File: config.mk
export PLATFORM = sky130hd
export DESIGN_NAME = game_input_ctrl
export DESIGN_NICKNAME = d
export VERILOG_FILES = /design/src/rtl/game_input_ctrl.sv
export SDC_FILE = /design/constraint.sdc
export NUM_CORES = 1
export LEC_CHECK = 0
export ABC_AREA = 1
export CORE_MARGIN = 4
export CORE_UTILIZATION = 30
export DETAILED_ROUTE_END_ITERATION = 12
export MAX_ROUTING_LAYER = met4
export SLEW_MARGIN = 20
export SYNTH_ARGS = -nofsm -noshare
export SYNTH_HDL_FRONTEND = slang
export SYNTH_SLANG_ARGS = --single-unit
export TNS_END_PERCENT = 10
File: constraint.sdc
create_clock -name CLK -period 3.3 [get_ports CLK]
set_input_delay 0.66 -clock CLK [delete_from_list [all_inputs] [get_ports CLK]]
set_output_delay 0.66 -clock CLK [all_outputs]
set_load 0.01 [all_outputs]
File: src/rtl/game_input_ctrl.sv
// Game input controller: debounced buttons, IDLE/RUN/OVER sequencing,
// accelerating shift tick and a free-running 16-bit LFSR.
module game_input_ctrl #(
    parameter int BASE_PERIOD = 25_000_000,
    parameter int MIN_PERIOD  = 5_000_000,
    parameter int STEP        = 1_000_000,
    parameter int SCORE_STEP  = 50,
    parameter int DEBOUNCE    = 200_000
) (
    input  logic        CLK,
    input  logic        RST,
    input  logic        btn_jump,
    input  logic        btn_start,
    input  logic        btn_quit,
    input  logic        game_over,
    input  logic [31:0] score,
    output logic        shift_enable,
    output logic        jump_trigger,
    output logic        start_game,
    output logic        force_game_over,
    output logic [15:0] rand_val,
    output logic [1:0]  state
);

    localparam int              DB_W       = (DEBOUNCE > 1) ? $clog2(DEBOUNCE) : 1;
    localparam logic [DB_W-1:0] DB_LAST    = DB_W'(DEBOUNCE - 1);
    localparam logic [31:0]     BASE_P32   = 32'(BASE_PERIOD);
    localparam logic [31:0]     MIN_P32    = 32'(MIN_PERIOD);
    localparam logic [31:0]     STEP_P32   = 32'(STEP);
    localparam logic [31:0]     SCORE_P32  = 32'(SCORE_STEP);
    localparam logic [15:0]     LFSR_SEED  = 16'hACE1;

    typedef enum logic [1:0] {
        S_IDLE = 2'b00,
        S_RUN  = 2'b01,
        S_OVER = 2'b10
    } state_t;

    state_t          state_q, state_d;
    logic [2:0]      btn_raw;
    logic [2:0]      sync_p0, sync_p1;
    logic [2:0]      db_lvl, db_prev;
    logic [DB_W-1:0] db_cnt [3];
    logic [2:0]      press;
    logic [31:0]     tick_q, active_q, period_q, thresh_q;
    logic            tick_expire;
    logic [15:0]     lfsr_q;

    function automatic logic [31:0] sat_thresh(input logic [31:0] t);
        if (t > (32'hFFFF_FFFF - SCORE_P32))
            return 32'hFFFF_FFFF;
        return t + SCORE_P32;
    endfunction

    function automatic logic [31:0] floor_period(input logic [31:0] p);
        if (p < (MIN_P32 + STEP_P32))
            return MIN_P32;
        return p - STEP_P32;
    endfunction

    assign btn_raw = {btn_quit, btn_start, btn_jump};

    // Stage p0/p1: two-flop synchronizer, then per-button debounce counter
    always_ff @(posedge CLK) begin
        if (!RST) begin
            sync_p0 <= '0;
            sync_p1 <= '0;
            db_lvl  <= '0;
            db_prev <= '0;
            for (int i = 0; i < 3; i++) db_cnt[i] <= '0;
        end else begin
            sync_p0 <= btn_raw;
            sync_p1 <= sync_p0;
            db_prev <= db_lvl;
            for (int i = 0; i < 3; i++) begin
                if (sync_p1[i] != db_lvl[i]) begin
                    if (db_cnt[i] == DB_LAST) begin
                        db_lvl[i] <= sync_p1[i];
                        db_cnt[i] <= '0;
                    end else begin
                        db_cnt[i] <= db_cnt[i] + DB_W'(1);
                    end
                end else begin
                    db_cnt[i] <= '0;
                end
            end
        end
    end

    assign press       = db_lvl & ~db_prev;
    assign tick_expire = (tick_q == (active_q - 32'd1));

    always_ff @(posedge CLK) begin
        if (!RST) state_q <= S_IDLE;
        else      state_q <= state_d;
    end

    always_comb begin
        state_d = state_q;
        case (state_q)
            S_IDLE:  if (press[1]) state_d = S_RUN;
            S_RUN:   if (game_over) state_d = S_OVER;
            S_OVER:  if (press[1]) state_d = S_RUN;
            default: state_d = S_IDLE;
        endcase
    end

    // Pulses are held low while reset is asserted so nothing leaks out mid-reset
    always_comb begin
        shift_enable    = 1'b0;
        jump_trigger    = 1'b0;
        start_game      = 1'b0;
        force_game_over = 1'b0;
        if (RST) begin
            case (state_q)
                S_IDLE, S_OVER: start_game = press[1];
                S_RUN: begin
                    jump_trigger    = press[0];
                    force_game_over = press[2];
                    shift_enable    = tick_expire & ~game_over;
                end
                default: ;
            endcase
        end
    end

    // active_q is the period being counted; period_q is the speed-up target
    always_ff @(posedge CLK) begin
        if (!RST) begin
            tick_q   <= '0;
            active_q <= BASE_P32;
            period_q <= BASE_P32;
            thresh_q <= SCORE_P32;
        end else if (start_game) begin
            tick_q   <= '0;
            active_q <= BASE_P32;
            period_q <= BASE_P32;
            thresh_q <= SCORE_P32;
        end else if (state_q == S_RUN) begin
            if (shift_enable) begin
                tick_q   <= '0;
                active_q <= period_q;
            end else begin
                tick_q <= tick_q + 32'd1;
            end
            if (score >= thresh_q) begin
                thresh_q <= sat_thresh(thresh_q);
                period_q <= floor_period(period_q);
            end
        end else begin
            tick_q <= '0;
        end
    end

    always_ff @(posedge CLK) begin
        if (!RST) lfsr_q <= LFSR_SEED;
        else      lfsr_q <= {lfsr_q[0] ^ lfsr_q[2] ^ lfsr_q[3] ^ lfsr_q[5], lfsr_q[15:1]};
    end

    assign rand_val = lfsr_q;
    assign state    = state_q;

endmodule

Yosys cells after proc, flatten, opt, wreduce, memory -nomap -nowiden
Memory sizes are Yosys's and may differ from the RTL's.
Index checks and enable logic that the tools add are counted.
- muxes and demuxes: 68
- bitwise operators: 18
- $lt $le $gt $ge: 3
- reductions and logical operators: 10
- eq/ne operators: 11
- shift operators: 0
- $mul: 0
- $add $sub $neg: 7
- divide/modulo/power cells: 0
- operators with widths (cell ; count):
    $mux W18 ; 9
    $mux W32 ; 4
    $add A18 B1 Y18 const B ; 3
    $eq A18 B18 Y1 const B ; 3
    $mux W1 ; 52
    $add A32 B1 Y32 const B ; 1
    $add A32 B6 Y32 const B ; 1
    $eq A32 B32 Y1 ; 1
    $ge A32 B32 Y1 ; 1
    $gt A32 B32 Y1 const B ; 1
    $lt A32 B23 Y1 const B ; 1
    $sub A32 B1 Y32 const B ; 1
    $sub A32 B20 Y32 const B ; 1
    $reduce_and A2 Y1 ; 6
    $or A1 B1 Y1 ; 9
    $mux W2 ; 2
    $pmux W2 S2 ; 1
    $reduce_or A2 Y1 ; 2
    $reduce_or A4 Y1 ; 1
    $and A3 B3 Y3 ; 1
    $ne A1 B1 Y1 ; 3
    $not A1 Y1 ; 3
    $not A3 Y3 ; 1
    $xor A1 B1 Y1 ; 3
    6 further kinds ; 6
- output and inout bits: 22
- memories: 1
- ROM bits: 0
- RAM bits: 54
- logic and storage cells: 130
- latch bits: 0
- input port bits: 38
- bits in registers: 158
- memories (memory ; words ; bits a word ; rd ports ; clocked after memory_dff ; wr ports ; line ; source):
    db_cnt ; 3 ; 18 ; 3 ; 0 ; 3 ; 43 ; logic [DB_W-1:0] db_cnt [3];

Depth between registers and ports, before layout
- word-level depth: 8
- depth in mapped cells: 17
- depth with buffers taken out: 16

Least setup slack after synthesis
No wires, ideal clock.
- kind: in2reg
- start point: input port score[3]
- end point: register period_q[13]
- required time: 3236 ps
- path buffers: 2
- setup slack: 876 ps
- library setup time: 64 ps
- cell stages on the path: 13
- data arrival time: 2360 ps
- path through: ha_1 -> a21o_1 -> o21bai_1 -> nand3_1 -> nand2_1 -> nand2_1 -> nand2_1 -> nand3_1 -> nand2_1 -> clkbuf_1 -> clkbuf_1 -> nand2_1 -> nand3_1
- word-level cells in the longest chain between the ends: 2
- ends and longest elaborated chain (what ; line ; source):
    from (decl) ; 16 ; input logic [31:0] score,
    $ge A32 B32 Y1 ; 146 ; if (score >= thresh_q) begin
    $reduce_and A2 Y1 (no line) ; n/a ;
    to (signal assigned) ; 148 ; period_q <= floor_period(period_q);
    to (decl) ; 45 ; logic [31:0] tick_q, active_q, period_q, thresh_q;
Every way passes these cells.
A chain may end at the register's enable or synchronous reset.

Final worst setup path
- start point: input port game_over
- end point: output port shift_enable
- word-level cells in the longest chain between the ends: 4
- ends and longest elaborated chain (what ; line ; source):
    from (decl) ; 15 ; input logic game_over,
    $not A1 Y1 ; 120 ; shift_enable = tick_expire & ~game_over;
    $and A1 B1 Y1 ; 120 ;
    $mux W1 ; 115 ; case (state_q)
    $mux W1 ; 114 ; if (RST) begin
    to (decl) ; 17 ; output logic shift_enable,
Every way passes these cells.

==> impl_metrics.toml <==
[status]
status = "finished clean"

[logic_synthesis]
syn_area_sq_um = 12700
yosysWarnings = 0
synth_edf_count = 54
yosysSeqAreaShare_pct = 35.7
ys_types = 42
yosys_most_used_dff = "dfxtp_1"
ys_ff_latch = 200
avgSynthCellArea_sq_um = 6.69
syn-instance-count = 1901
synthArstFlopShare_pct = 0

[power]
power_w = 0.00498
leakagePower_nw = 6.18
pwr_density_cell_nw_per_um2 = 334
ir_drop_mv = 0.271

[drt]
wl_per_cell_microns = 13.2
wl_microns = 33800
vias_per_cell = 4.73
route.vias.total = 12200
drt_iter0_drc = 824
ant_nets = 0
drt_pass1_iterations = 5
remaining_drc_errors = 0

[hold_path]
holdCritStartpoint = "sync_p0[2]"
min_path_type = "reg2reg"
hold-path-cell-count = 2
whs_endpoint = "sync_p1[2]"

[clock_network]
clock_path_buffers = 2
cts_tree = "yes"
cts.sinks = 200
htree_levels = 4
root_buffer = "clkbuf_16"
clk_pin_slew_ns = 0.09
clock_latency_ns = 0.46
numCtsBuffers = 17

[die]
dieHeight_microns = 214
std_cell_rows = 75
die_w_microns = 214
ios = 60
core_area_sq_um = 41900
start_util_pct = 30.3
die-area_sq_um = 45800

[layout]
stdcell_count = 2567
drive_gt1_share_pct = 6.21
n_antenna_cell = 0
area_delta_synth_final_pct = 17.2
nets = 2093

[setup_path]
slowest_delay_ns = 0.53
rr_endpoint = "period_q[11]"
cp-end-kind = "output port"
worstPathArrival_ns = 2.53
path_buf_inv = 2
slowest_stage = "clkdlybuf4s50_1"
crit_path_frequent_cell = "nor2_1"
crit_fanout = 2
crit_chain = "clkdlybuf4s50_1 -> nor2_1 -> nand3_1 -> nor2_1 -> nand2_1 -> nor2_1 -> nand3b_1 -> nor2_1 -> nand3b_1 -> nor2_2 -> buf_2"
ff2ff_path_depth = 15
cp.required_ns = 2.64
start_kind = "input pin"
reg2reg_slack_ns = 0.55
r2r_start = "thresh_q[15]"
crit_family = "simple AND/OR/NAND/NOR gates"
criticalPathCategory = "in2out"

[place]
gp_congestion = 0.952
dp.cells = 2531
portBuffers = 59
hpwl_microns = 26100

[sta]
period_needed_ns = 3.19
period_share_pct = 96.7
final-max-slew-violation-count = 0
hold_viol_final = 0
setup-tns-final_ns = 0
rsz0062_at_grt = "yes"
setup_viol = 0
max_freq_ghz = 0.313
tightest_slew_ns = 0.966
relSlewSlack_pct = 35.0
clock_skew_ns = 0.0206

[grt]
grt_pass1_vias = 11800
antenna_found_initial = 0
grt_usage_pct = 15.3
grt_max_degree = 42
grt_pass1_wl_microns = 57400
grt_overflow_total = 0

[flow_run]
cap_viol_max_count = 0
## registers in the layout, indices dropped and copies added, names as in the netlist
signal and count:
sync_p0 3, db_cnt 54, period_q 26, sync_p1 3
rand_val 16, active_q 26, db_prev 3, tick_q 32
db_lvl 3, state 2, thresh_q 32
## worst register-to-register path, cell delays in order (launching register included)
cell	delay, ns
dfxtp_1	0.37
clkinv_1	0.29
ha_1	0.41
nand2_1	0.06
inv_1	0.05
nand3_1	0.09
nor3_1	0.31
nand2_1	0.10
nand2_1	0.08
nand2_1	0.05
nand3_1	0.21
nand2_2	0.12
clkinv_1	0.06
buf_4	0.25
o21ai_0	0.14
nand3_1	0.10
## worst max-delay path by stage
stage          depth (start not counted)      endpoint        start
3_3_place_gp                          12  shift_enable          RST
5_1_grt                               13  shift_enable  active_q[8]
6_report                              11  shift_enable    game_over
2_1_floorplan                         13  period_q[13]     score[3]
3_5_place_dp                          12  shift_enable          RST
4_1_cts                               15  shift_enable  active_q[6]
## report_power, final
part	switching (W)	internal, W
Combinational	0.000133	0.000116
Sequential	0.0000335	0.00256
Clock	0.00109	0.00106
Total	0.00125	0.00373
## Yosys cell counts, types with 4 or more instances
master	number	area share, %
nand2_1	437	13
inv_1	269	7.9
nor2_1	245	7.2
nand3_1	205	8.1
dfxtp_1	146	23
a21oi_1	90	3.5
nand4_1	67	3.3
nor3_1	64	2.5
xor2_1	61	4.2
edfxtp_1	54	13
o21ai_0	45	1.8
ha_1	40	3.9
clkbuf_1	30	0.88
or2_2	19	0.93
nor4_1	17	0.84
xnor2_1	16	1.1
nand3b_1	10	0.59
buf_2	8	0.31
nor2_2	8	0.39
nor3b_1	8	0.47
buf_1	7	0.21
o21bai_1	7	0.41
o21a_1	6	0.35
o211ai_1	5	0.30
clkinv_1	4	0.12
nand2_2	4	0.20
nor2_4	4	0.35
## placed cells by master (no fill, tap or decap), drive strengths merged, types with 10 or more instances in the layout
cell and n:
o21ai 46, nor2 257, nand2 441, inv 277, dfxtp 146, a21oi 90
nand3b 10, ha 40, or2 20, nand3 208, clkbuf 19, edfxtp 54
nand4 67, nor4 17, xnor2 16, clkdlybuf4s50 57, xor2 61, buf 33
conb 54, nor3 64
## cell type report
class,instances,area [sq um]
multi-input combinational,1430,7210
fill,4481,27000
timing repair buffer,91,837
sequential,200,4550
tap,539,674
clock inverter,13,148
inverter,275,1030
clock buffer,19,454
## layer usage
layer	wire length, microns	global-route usage, %	up-vias
met3	1050	2.34	33
met2	15900	25.6	221
met5	0	-	-
met1	16300	19.4	5568
met4	575	4.19	0
li1	-	-	6332
## cells by family (layout without fill, tap and decap cells)
group | Yosys count | in the layout | share of synthesized area, %
XOR/XNOR | 77 | 77 | 5.30
adder cells (fa/ha/maj) | 40 | 40 | 3.93
AND/OR/NAND/NOR | 1097 | 1097 | 38.4
flip-flops | 200 | 200 | 35.7
AO/OA/AOI/OAI | 162 | 162 | 6.88
other | 1 | 54 | 0.0295
buffers and inverters | 324 | 398 | 9.78
## through the flow
stage / utilization [%] / hold slack, ns / worst slack [ns] / area, sq um
2_1_floorplan: - / 0.390 / 0.876 / 12900
3_3_place_gp: 33.9 / 0.406 / -0.367 / 14200
3_5_place_dp: 33.9 / 0.404 / -0.334 / 14200
4_1_cts: 35.4 / 0.422 / 0.0129 / 14800
5_1_grt: 35.5 / 0.427 / -0.0441 / 14900
6_report: 35.5 / 0.417 / 0.110 / 14900
## repair_timing
action	4_1_cts	5_1_grt
buffers inserted	1	3
hold buffers	0	0
endpoints found under the setup margin	1	1
resized for setup	8	24
pin swaps	1	11
No activity file was read; power rests on OpenSTA's default activity.
